**config.mk**
```make
export PLATFORM = sky130hd
export DESIGN_NAME = pll_cal_seq
export DESIGN_NICKNAME = d
export VERILOG_FILES = /design/src/rtl/pll_cal_seq.sv
export SDC_FILE = /design/constraint.sdc
export NUM_CORES = 1
export LEC_CHECK = 0
export ABC_AREA = 1
export CAP_MARGIN = 20
export CORE_ASPECT_RATIO = 1.75
export CORE_MARGIN = 5
export CORE_UTILIZATION = 45
export CTS_BUF_LIST = sky130_fd_sc_hd__clkbuf_4 sky130_fd_sc_hd__clkbuf_8 sky130_fd_sc_hd__clkbuf_16
export CTS_CLUSTER_DIAMETER = 200
export DETAILED_ROUTE_END_ITERATION = 16
export PLACE_DENSITY = 0.88
export SLEW_MARGIN = 30
export SYNTH_ARGS = -nofsm -noshare
export SYNTH_HDL_FRONTEND = slang
export SYNTH_SLANG_ARGS = --single-unit
```
**constraint.sdc**
```tcl
create_clock -name ref_i -period 1.5 [get_ports ref_i]
set_input_delay 0.225 -clock ref_i [delete_from_list [all_inputs] [get_ports ref_i]]
set_output_delay 0.225 -clock ref_i [all_outputs]
set_load 0.005 [all_outputs]
```
**src/rtl/pll_cal_seq.sv**
```systemverilog
// rtl/pll_cal_seq.sv - FAFC calibration sequencer: reset, SAR lock wait, settle, handover, retry/fail.
module pll_cal_seq #(
    parameter int RST_CYC   = 4,
    parameter int TMO_W     = 12,
    parameter int MAX_RETRY = 2
) (
    input  logic             ref_i,
    input  logic             arst_i,
    input  logic             cal_start_i,
    input  logic             cal_abort_i,
    input  logic             freqlock2_i,
    input  logic [TMO_W-1:0] spi_cal_tmo_i,
    input  logic [7:0]       spi_settle_i,
    output logic             fafc_narst_o,
    output logic             fafc_en_o,
    output logic             loop_en_o,
    output logic             cal_busy_o,
    output logic             cal_done_o,
    output logic             cal_fail_o,
    output logic [1:0]       retry_cnt_o,
    output logic [2:0]       state_o
);

    localparam int CW0 = (TMO_W > 8) ? TMO_W : 8;
    localparam int CW  = (CW0 > $clog2(RST_CYC + 1)) ? CW0 : $clog2(RST_CYC + 1);
    localparam logic [1:0] MAX_R = 2'(MAX_RETRY);

    typedef enum logic [2:0] {
        S_IDLE   = 3'd0,
        S_RST    = 3'd1,
        S_RUN    = 3'd2,
        S_SETTLE = 3'd3,
        S_LOCKED = 3'd4,
        S_FAIL   = 3'd5
    } state_t;

    state_t          state_q, state_d;
    logic [CW-1:0]   cnt_q, cnt_d;
    logic [1:0]      retry_q, retry_d;
    logic            fault;
    logic [CW-1:0]   rst_load, tmo_load, settle_load;

    assign rst_load    = CW'(RST_CYC);
    assign tmo_load    = CW'(spi_cal_tmo_i);
    assign settle_load = (spi_settle_i == 8'd0) ? CW'(1) : CW'(spi_settle_i);

    always_ff @(posedge ref_i or posedge arst_i) begin
        if (arst_i) begin
            state_q <= S_IDLE;
            cnt_q   <= '0;
            retry_q <= 2'd0;
        end else begin
            state_q <= state_d;
            cnt_q   <= cnt_d;
            retry_q <= retry_d;
        end
    end

    // CNT counts down to 1; a RUN count parked at 0 means "no timeout".
    always_comb begin
        state_d = state_q;
        cnt_d   = cnt_q;
        retry_d = retry_q;
        fault   = 1'b0;
        case (state_q)
            S_IDLE: ;
            S_RST: begin
                if (cnt_q <= CW'(1)) begin
                    state_d = S_RUN;
                    cnt_d   = tmo_load;
                end else begin
                    cnt_d = cnt_q - CW'(1);
                end
            end
            S_RUN: begin
                if (freqlock2_i) begin
                    state_d = S_SETTLE;
                    cnt_d   = settle_load;
                end else if (cnt_q == CW'(1)) begin
                    fault = 1'b1;
                end else if (cnt_q != '0) begin
                    cnt_d = cnt_q - CW'(1);
                end
            end
            S_SETTLE: begin
                if (!freqlock2_i) begin
                    fault = 1'b1;
                end else if (cnt_q <= CW'(1)) begin
                    state_d = S_LOCKED;
                    cnt_d   = '0;
                end else begin
                    cnt_d = cnt_q - CW'(1);
                end
            end
            S_LOCKED: fault = !freqlock2_i;
            S_FAIL: ;
            default: begin
                state_d = S_IDLE;
                cnt_d   = '0;
            end
        endcase

        if (fault) begin
            if (retry_q < MAX_R) begin
                retry_d = retry_q + 2'd1;
                state_d = S_RST;
                cnt_d   = rst_load;
            end else begin
                state_d = S_FAIL;
                cnt_d   = '0;
            end
        end
        if (cal_start_i) begin
            state_d = S_RST;
            cnt_d   = rst_load;
            retry_d = 2'd0;
        end
        if (cal_abort_i) begin
            state_d = S_IDLE;
            cnt_d   = '0;
        end
    end

    always_comb begin
        fafc_narst_o = 1'b0;
        fafc_en_o    = 1'b0;
        loop_en_o    = 1'b0;
        cal_busy_o   = 1'b0;
        cal_done_o   = 1'b0;
        cal_fail_o   = 1'b0;
        case (state_q)
            S_RST: begin
                fafc_en_o  = 1'b1;
                cal_busy_o = 1'b1;
            end
            S_RUN: begin
                fafc_narst_o = 1'b1;
                fafc_en_o    = 1'b1;
                cal_busy_o   = 1'b1;
            end
            S_SETTLE: begin
                fafc_narst_o = 1'b1;
                fafc_en_o    = 1'b1;
                loop_en_o    = 1'b1;
                cal_busy_o   = 1'b1;
            end
            S_LOCKED: begin
                fafc_narst_o = 1'b1;
                fafc_en_o    = 1'b1;
                loop_en_o    = 1'b1;
                cal_done_o   = 1'b1;
            end
            S_FAIL:  cal_fail_o = 1'b1;
            default: ;
        endcase
    end

    assign retry_cnt_o = retry_q;
    assign state_o     = state_q;

endmodule
```
==> results of run 1 <==
how the worst min path moves through the flow:
stage	end	slack, ns	cells past startpoint
after floorplan	cnt_q[0]	0.15	1
after global placement	retry_cnt_o[1]	0.49	2
after detailed placement	retry_cnt_o[0]	0.50	2
after CTS	state_o[0]	0.29	3
after global routing	retry_cnt_o[1]	0.32	3
final	state_o[0]	0.28	3
area by class of cell:
class | count | area share, %
clock buffers | 4 | 1.725
inverters | 27 | 3.848
multi-input cells | 192 | 42.99
flip-flops and latches | 17 | 15.17
well taps | 43 | 1.902
repair buffers | 115 | 34.37
what timing repair did:
action	CTS	global route
setup endpoints to repair	25	24
gates cloned	1	0
setup buffers	18	11
resized for setup	86	30
pin swaps	17	9
logic make-up (layout without fill, tap and decap cells):
logic type / Yosys count / in the layout
fa+ha+maj: 3 / 3
flops: 17 / 17
simple gates: 168 / 168
buf+inv: 30 / 146
xor+xnor: 6 / 6
compound gates: 15 / 15
metrics by stage:
step / TNS (ns) / power, µW / std cells
after detailed placement: -2.956 / 1093 / 366
after floorplan: 0 / 791.1 / 239
after global routing: -8.971 / 1829 / 398
final: -8.469 / 1794 / 398
after CTS: -1.293 / 1583 / 388
after global placement: -1.789 / 1076 / 366
power breakdown:
group	switching, µW	total, µW	internal, µW
Sequential	22.0	497	475
Clock	189	397	208
Combinational	516	900	384
synth_stat cells (3+ instances only):
| cell type | number | area share (%) |
|---|---|---|
| nand2_1 | 102 | 26 |
| inv_1 | 23 | 5.9 |
| nor2_1 | 23 | 5.9 |
| nand3_1 | 22 | 7.6 |
| dfrtp_1 | 17 | 29 |
| o21ai_0 | 7 | 2.4 |
| nor2_2 | 5 | 2.1 |
| xor2_1 | 5 | 3.0 |
| a21oi_1 | 4 | 1.4 |
| inv_2 | 4 | 1.0 |
| nand2_2 | 4 | 1.7 |
| ha_1 | 3 | 2.6 |
| nand4_1 | 3 | 1.3 |
| nor3_1 | 3 | 1.0 |
per-layer routing:
| metal | routed length (µm) | GRT usage, % | up-vias |
|---|---|---|---|
| li1 | - | - | 984 |
| met1 | 2977 | 35.23 | 1113 |
| met2 | 4514 | 66.06 | 296 |
| met3 | 1199 | 11.42 | 129 |
| met4 | 1304 | 34.88 | 0 |
| met5 | 0 | 0 | - |
registers in the layout (all words and copies together) (netlist names):
signal,cells
cnt_q,12
retry_cnt_o,2
state_o,3
critical path: cells and delay by family:
kind | cells | cell delay (ns)
buffers and inverters | 3 | 1.05
AND/OR/NAND/NOR | 5 | 0.55
AO/OA/AOI/OAI | 2 | 0.33
==> qor.csv, run 1 <==
metric;value;unit
status;complete, but fails checks;
failing checks;negative setup slack;
Crit Path Max Fanout;7;
largest net degree at the start of global routing;18;
Residual DRC;0;
required time worst endpoint;1.64;ns
mux cell area share after synthesis;0;%
Placed Area;2246;µm²
Setup Viol. Count Final;25;
async set-reset flop share out of synthesis;100.0;%
Synth Net Count;267;
PortBufs;35;
sequential area share after synthesis;29.23;%
most frequent cells in the layout;nand2_1 (80), buf_4 (68), clkdlybuf4s50_1 (27);
post-synthesis cell type count;23;
YS warnings;0;
number of synthesized flops with an enable pin;0;
Avg WL per Cell;25.11;µm
ant diodes;0;
Final Skew;0.009331;ns
Final Worst Setup Slack;-0.5264;ns
clk_lat worst skew;0.28;ns
TritonCTS clock tree;built;
Hold Vio Cnt, Final;0;
Power Dens Cells;634.0;nW/µm²
GRT Total Usage;38.99;%
post-synthesis compound-gate area fraction;5.847;%
Crit Path Category;input port to register;
DP Wirelength;3.879;mm
Pleak;0.001487;µW
final core utilization;90.04;%
Register Area;429.2;µm²
CP Launch Point;freqlock2_i;
I/O pins;36;
drt total wl;9.995;mm
clk sinks;17;
R2R cell count;11;
VDD IR-drop max;578.3;µV
Post-Place Worst Slack;-0.2357;ns
Max-Cap Viols;0;
Cells after Synth;239;
hold_buf cts;0;
Slew @ Worst Pin;0.3246;ns
crit-path cells;clkdlybuf4s50_1 -> inv_1 -> nand2_1 -> a21oi_4 -> a21oi_4 -> nor2_4 -> buf_6 -> nor2_2 -> nand2_1 -> nand2_1;
CTS Buf Count;3;
slowest CP cell;clkdlybuf4s50_1;
Initial Utilization;46.32;%
Filler cells;124;
gr ovfl total;0;
Synth Area per Inst;6.088;µm²
Placer Congestion;1.011;
Crit path top cell by count;nand2_1;
Initial DRC Count;317;
area of the multi-input gates;1216;µm²
RSZ-0062 raised after global routing;true;
CTS max path bufs;2;
htree depth;1;
top_reg_cell synth;dfrtp_1;
Chip Width;52.99;µm
final hold slack;0.2778;ns
Synth Area in Simple Gates;49.96;%
Final nets;384;
vias in the first global route;2474;
crit path DAT;2.17;ns
Placement Rows;27;
Core Box Area;3142;µm²
Layout area overhead;94.41;%
most common cell after layout, fill and taps aside;nand2_1;
Slew headroom;78.20;%
die area;4516;µm²
fin. max-slew vios;0;
RR Endpoint;cnt_q[2];
#FFs+latches synth;17;
Critical Path End;cnt_q[2];
Clock transition at path regs;0.08;ns
antenna violations before repair;0;
Chip Height;85.23;µm
Vias/cell;6.337;
crit-path max cell delay;0.54;ns
min Tclk post-route;2.026;ns
Hold WC Path Type;input port to asynchronous set/reset pin;
final instance area;2829;µm²
CP endpoint kind;register;
worst reg-to-reg setup slack;-0.44;ns
maximum operating frequency;493.5;MHz
Detail Route Antenna Nets;0;
global-route wire length before repair;12.60;mm
routed via count;2522;
drt first pass iters;5;
XOR/XNOR share of the synthesized area;3.611;%
Startpoint Class;input port;
CTS root buffer;clkbuf_8;
layout cells sized above 1;45.63;%
largest family of logic cells by synthesized area;simple AND/OR/NAND/NOR gates;
Final Cycle Share;135.1;%
synthesized cell area;1455;µm²
post-synthesis adder-cell area fraction;2.580;%
Worst R2R Start;state_o[0];
Power figures use the tool's default switching activity.
==> run 2: changes to the inputs <==
--- a/config.mk
+++ b/config.mk
@@ -9,12 +9,13 @@
 export CAP_MARGIN = 20
 export CORE_ASPECT_RATIO = 1.75
 export CORE_MARGIN = 5
-export CORE_UTILIZATION = 45
+export CORE_UTILIZATION = 49
 export CTS_BUF_LIST = sky130_fd_sc_hd__clkbuf_4 sky130_fd_sc_hd__clkbuf_8 sky130_fd_sc_hd__clkbuf_16
 export CTS_CLUSTER_DIAMETER = 200
 export DETAILED_ROUTE_END_ITERATION = 16
-export PLACE_DENSITY = 0.88
+export PLACE_DENSITY = 0.9
 export SLEW_MARGIN = 30
 export SYNTH_ARGS = -nofsm -noshare
 export SYNTH_HDL_FRONTEND = slang
 export SYNTH_SLANG_ARGS = --single-unit
+export TNS_END_PERCENT = 5
==> constraint.sdc (replaced) <==
create_clock -name ref_i -period 2.1 [get_ports ref_i]
set_input_delay 0.315 -clock ref_i [delete_from_list [all_inputs] [get_ports ref_i]]
set_output_delay 0.315 -clock ref_i [all_outputs]
set_load 0.005 [all_outputs]
==> run 2 against run 1 <==
Compared with the run above: the flow now finishes without violations; flip-flop and latch count unchanged; sequential power is 29% lower; clock-buffer cell count down 1; power decreased by 48%; clock skew fell by 0.0062 ns; clock power down 36%; core utilization down 24 points.
==> qor.csv, run 2 (synthesis gave the netlist of run 1 again) <==
metric;value;unit;change
status;complete, no violations;;
routed via count;1678;;-33%
Cells after DPL;304;;-17%
Placer Congestion;0.9345;;-7.6%
Final Cycle Share;96.69;%;
htree depth;1;;unchanged
GRT Total Usage;22.92;%;-16 points
Slew @ Worst Pin;0.7120;ns;+0.3874 ns
Hold WC Path Type;input port to asynchronous set/reset pin;;
final instance area;1909;µm²;-33%
CP endpoint kind;primary output;;
Initial Utilization;50.26;%;+3.9 points
antenna violations before repair;0;;unchanged
buffers plus inverters on the worst setup path;2;;-1
final hold slack;0.4730;ns;+0.1953 ns
Max-Cap Viols;0;;unchanged
largest net degree at the start of global routing;18;;unchanged
Placed Area;1852;µm²;-18%
Register Area;426.7;µm²;-0.58%
Post-Layout Cell Count;308;;-23%
CTS root buffer;clkbuf_8;;
total net switching power;331.1;µW;-54%
Layout area overhead;31.21;%;
TritonCTS clock tree;built;;
area of the multi-input gates;912.1;µm²;-25%
Residual DRC;0;;unchanged
Placement Rows;26;;-3.7%
DP Wirelength;3.455;mm;-11%
clk_lat worst skew;0.25;ns;-0.03 ns
Chip Width;51.20;µm;-3.4%
Final TNS setup;0;ns;+8.469 ns
hold_buf cts;0;;unchanged
slowest CP cell;clkdlybuf4s50_1;;
Setup Viol. Count Final;0;;-100%
fin. max-slew vios;0;;unchanged
ant diodes;0;;unchanged
Gate power share;35.2;%;-15 points
required time worst endpoint;1.78;ns;+0.14 ns
most frequent cells in the layout;nand2_1 (101), clkdlybuf4s50_1 (35), nor2_1 (22), nand3_1 (22), inv_1 (22);;
clk sinks;17;;unchanged
drt total wl;4.282;mm;-57%
Crit Path Max Fanout;5;;-2
drt first pass iters;4;;-1
Internal;609.8;µW;-43%
Final Skew;0.003125;ns;-0.006206 ns
VDD IR-drop max;545.8;µV;-5.6%
CTS max path bufs;2;;unchanged
Power Dens Cells;492.8;nW/µm²;-22%
PortBufs;35;;unchanged
Vias/cell;5.448;;-14%
Final nets;309;;-20%
Core Box Area;2895;µm²;-7.8%
Crit Path Category;register to primary output;;
gr ovfl total;0;;unchanged
Setup Buffers After CTS;0;;-18
Initial DRC Count;37;;-88%
most common cell after layout, fill and taps aside;nand2_1;;
Clock transition at path regs;0.07;ns;about the same
Pleak;0.001006;µW;-32%
Chip Height;82.09;µm;-3.7%
Crit path top cell by count;nand2_1;;
Filler cells;269;;+120%
Clk pwr share;27.2;%;+5.1 points
global-route wire length before repair;7.410;mm;-41%
Slew headroom;52.48;%;-26 points
crit-path cells;inv_2 -> nor2_2 -> nand2_1 -> nand2_1 -> clkdlybuf4s50_1;;
RSZ-0062 raised after global routing;false;;
Reg power frac;37.6;%;+9.9 points
worst reg-to-reg setup slack;0.28;ns;+0.72 ns
Avg WL per Cell;13.90;µm;-45%
CP delay by family, top;buffers and inverters;;
maximum operating frequency;492.5;MHz;
vias in the first global route;1760;;-29%
min Tclk post-route;2.030;ns;
max reg flops;12;;unchanged
CTS Buf Count;3;;unchanged
WP depth;5;;-5
crit path DAT;1.72;ns;-0.45 ns
R2R cell count;10;;-1
Startpoint Class;register;;
layout cells sized above 1;10.71;%;-35 points
crit-path max cell delay;0.50;ns;-0.04 ns
Largest Register;cnt_q;;
Hold Vio Cnt, Final;0;;unchanged
I/O pins;36;;unchanged
Detail Route Antenna Nets;0;;unchanged
die area;4203;µm²;-6.9%
switch share;35.19;%;-5.3 points
run 2: layout make-up:
| class | instances | share of cell area (%) |
|---|---|---|
| clock inverters | 1 | 0.2621 |
| flip-flops and latches | 17 | 22.35 |
| clock buffers | 3 | 2.163 |
| inverters | 27 | 5.308 |
| multi-input cells | 192 | 47.77 |
| repair buffers | 40 | 20.31 |
| well taps | 28 | 1.835 |
run 2: power by group through the flow:
stage	clock network, µW	logic (µW)	registers, µW
final	256	331	354
after global routing	274	371	356
after CTS	259	330	354
after detailed placement	0	327	360
after global placement	0	325	360
after floorplan	0	206	355
run 2: worst paths after layout:
kind,from,endpoint
min reg2reg,retry_cnt_o[0],retry_cnt_o[0]
min in group ref_i,retry_cnt_o[0],retry_cnt_o[0]
min,arst_i,state_o[1]
max reg2reg,state_o[1],cnt_q[1]
max,state_o[0],loop_en_o
max in group asynchronous,arst_i,state_o[2]
run 2: what timing repair did:
item,4_1_cts,5_1_grt
gates resized for setup,2,3
endpoints found under the setup margin,1,1
pin swaps,0,0
run 2: metal layers:
layer	up-vias	part of all wire, %	wire, µm	global-route usage [%]
met5	-	0	0	0
met4	0	5.4	230	13.48
met3	19	4.3	182	2.513
met2	59	54	2306	44.70
met1	767	37	1563	22.54
li1	833	-	-	-
run 2: per-stage QoR:
step | total power (µW) | util [%] | setup slack, ns
2_1_floorplan | 560.7 | - | 0.5089
3_3_place_gp | 684.9 | 63.96 | 0.2202
4_1_cts | 943.7 | 65.82 | 0.01913
3_5_place_dp | 686.4 | 63.96 | 0.1881
6_report | 940.9 | 65.95 | 0.06952
5_1_grt | 1000 | 65.95 | 0.00003397
==> run 3: changes to the inputs <==
--- a/config.mk
+++ b/config.mk
@@ -9,11 +9,11 @@
 export CAP_MARGIN = 20
 export CORE_ASPECT_RATIO = 1.75
 export CORE_MARGIN = 5
-export CORE_UTILIZATION = 49
+export CORE_UTILIZATION = 53
 export CTS_BUF_LIST = sky130_fd_sc_hd__clkbuf_4 sky130_fd_sc_hd__clkbuf_8 sky130_fd_sc_hd__clkbuf_16
 export CTS_CLUSTER_DIAMETER = 200
 export DETAILED_ROUTE_END_ITERATION = 16
-export PLACE_DENSITY = 0.9
+export PLACE_DENSITY = 0.95
 export SLEW_MARGIN = 30
 export SYNTH_ARGS = -nofsm -noshare
 export SYNTH_HDL_FRONTEND = slang
==> constraint.sdc (replaced) <==
create_clock -name ref_i -period 2.4 [get_ports ref_i]
set_input_delay 0.36 -clock ref_i [delete_from_list [all_inputs] [get_ports ref_i]]
set_output_delay 0.36 -clock ref_i [all_outputs]
set_load 0.005 [all_outputs]
==> run 3 against run 2 <==
Compared with the run above: power shrank 13%; global-route usage increased by 0.55 points; routed wire length up 2.4%; clock skew down 0.0012 ns; critical path type unchanged.
==> qor.csv, run 3 (synthesis gave the netlist of run 1 again) <==
metric;value;unit;change
status;complete, no violations;;
drt first pass iters;4;;unchanged
CTS max path bufs;2;;unchanged
final core utilization;70.49;%;+4.5 points
Cells after DPL;300;;-1.3%
most common cell after layout, fill and taps aside;nand2_1;;
RSZ-0062 raised after global routing;false;;
Core Box Area;2659;µm²;-8.2%
drt total wl;4.384;mm;+2.4%
Detail Route Antenna Nets;0;;unchanged
Placed Area;1828;µm²;-1.3%
Initial Utilization;54.73;%;+4.5 points
global-route wire length before repair;7.410;mm;unchanged
GRT Total Usage;23.47;%;+0.55 points
routed via count;1670;;-0.48%
post_cts resized;0;;-2
htree depth;1;;unchanged
clk_lat worst skew;0.26;ns;about the same
CP endpoint kind;primary output;;
Power Dens Cells;436.4;nW/µm²;-11%
Post-Place Worst Slack;0.3690;ns;+0.1810 ns
Crit Path Category;register to primary output;;
TritonCTS clock tree;built;;
fin. max-slew vios;0;;unchanged
largest net degree at the start of global routing;18;;unchanged
CTS root buffer;clkbuf_8;;
antenna violations before repair;0;;unchanged
layout cells sized above 1;8.303;%;-2.4 points
PortBufs;35;;unchanged
vias in the first global route;1758;;-0.11%
Final Skew;0.001925;ns;-0.001199 ns
Setup Buffers After CTS;0;;unchanged
hold_buf cts;0;;unchanged
gr ovfl total;0;;unchanged
Worst R2R Start;cnt_q[0];;
Avg WL per Cell;14.42;µm;+3.7%
Placer Congestion;1.080;;+16%
Hold Vio Cnt, Final;0;;unchanged
Chip Height;79.32;µm;-3.4%
Residual DRC;0;;unchanged
CTS Buf Count;3;;unchanged
Slew headroom;52.36;%;-0.12 points
VDD IR-drop max;370.8;µV;-32%
Register Area;425.4;µm²;-0.29%
R2R cell count;11;;+1
Layout area overhead;28.80;%;
Clock transition at path regs;0.07;ns;about the same
Startpoint Class;register;;
Largest Register;cnt_q;;
most frequent cells in the layout;nand2_1 (102), clkdlybuf4s50_1 (35), nor2_1 (23), inv_1 (23), nand3_1 (22);;
Final Worst Setup Slack;0.2474;ns;+0.1779 ns
Hold WC Path Type;input port to asynchronous set/reset pin;;
DP Wirelength;3.448;mm;-0.19%
I/O pins;36;;unchanged
Filler cells;227;;-16%
Max-Cap Viols;0;;unchanged
Chip Width;49.61;µm;-3.1%
Post-Layout Cell Count;304;;-1.3%
CP Launch Point;state_o[2];;
Crit Path Max Fanout;5;;unchanged
clk sinks;17;;unchanged
final instance area;1874;µm²;-1.8%
maximum operating frequency;464.6;MHz;
worst reg-to-reg setup slack;0.37;ns;+0.09 ns
Initial DRC Count;40;;+8.1%
crit path DAT;1.79;ns;+0.07 ns
Slew @ Worst Pin;0.7138;ns;+0.001793 ns
Pleak;0.0009925;µW;-1.4%
die area;3935;µm²;-6.4%
Setup Viol. Count Final;0;;unchanged
Vias/cell;5.493;;+0.83%
Final nets;306;;-0.97%
ant diodes;0;;unchanged
Final Cycle Share;89.69;%;
area of the multi-input gates;902.1;µm²;-1.1%
min Tclk post-route;2.153;ns;
RR Endpoint;cnt_q[3];;
required time worst endpoint;2.04;ns;+0.26 ns
max reg flops;12;;unchanged
Placement Rows;25;;-3.8%
Final TNS setup;0;ns;unchanged
-- run 3: changes by cell type in the layout (fill, tap and decap cells not counted) --
cell	before	now
buf_4	5	2
dfrtp_1	16	17
dfrtp_2	1	0
inv_1	22	23
inv_2	5	4
nand2_1	101	102
nand2_2	5	4
nor2_1	22	23
nor2_4	3	2
-- run 3: worst max path at each step --
stage / end / slack [ns] / cells past startpoint
final: fafc_en_o / 0.25 / 6
after global routing: fafc_en_o / 0.13 / 6
after CTS: fafc_en_o / 0.26 / 6
after detailed placement: cnt_q[11] / 0.37 / 9
after global placement: cnt_q[0] / 0.43 / 9
after floorplan: cnt_q[3] / 0.81 / 11
-- run 3: layout make-up --
cell class / count / area share (%)
clock buffer: 3 / 2.203
clock inverter: 1 / 0.2670
inverter: 27 / 5.407
multi-input combinational: 192 / 48.13
sequential: 17 / 22.70
tap: 27 / 1.802
timing repair buffer: 37 / 19.49
-- run 3: worst max-delay path, stage by stage, from the launching register on --
cell and delay (ns):
dfrtp_1 0.47, inv_2 0.12, nand2_1 0.10, nor2_1 0.13, inv_1 0.12, nand3_1 0.09, clkdlybuf4s50_1 0.51
-- run 3: where the power goes --
group | switching (µW) | internal [µW]
combinational | 166 | 120
clock | 107 | 115
sequential | 12.6 | 296
-- run 3: stage by stage --
step	hold WS, ns	power [µW]
after floorplan	0.2861	490.6
after global placement	0.4895	594.8
after detailed placement	0.4953	597.4
after CTS	0.5147	820.3
after global routing	0.5409	873.1
final	0.5132	817.9
-- run 3: layer usage --
layer	routed length [µm]	up-vias	track usage (%)
met3	192	17	3.565
met5	0	-	0
met4	181	0	13.65
met1	1571	766	22.52
li1	-	821	-
met2	2438	66	44.77
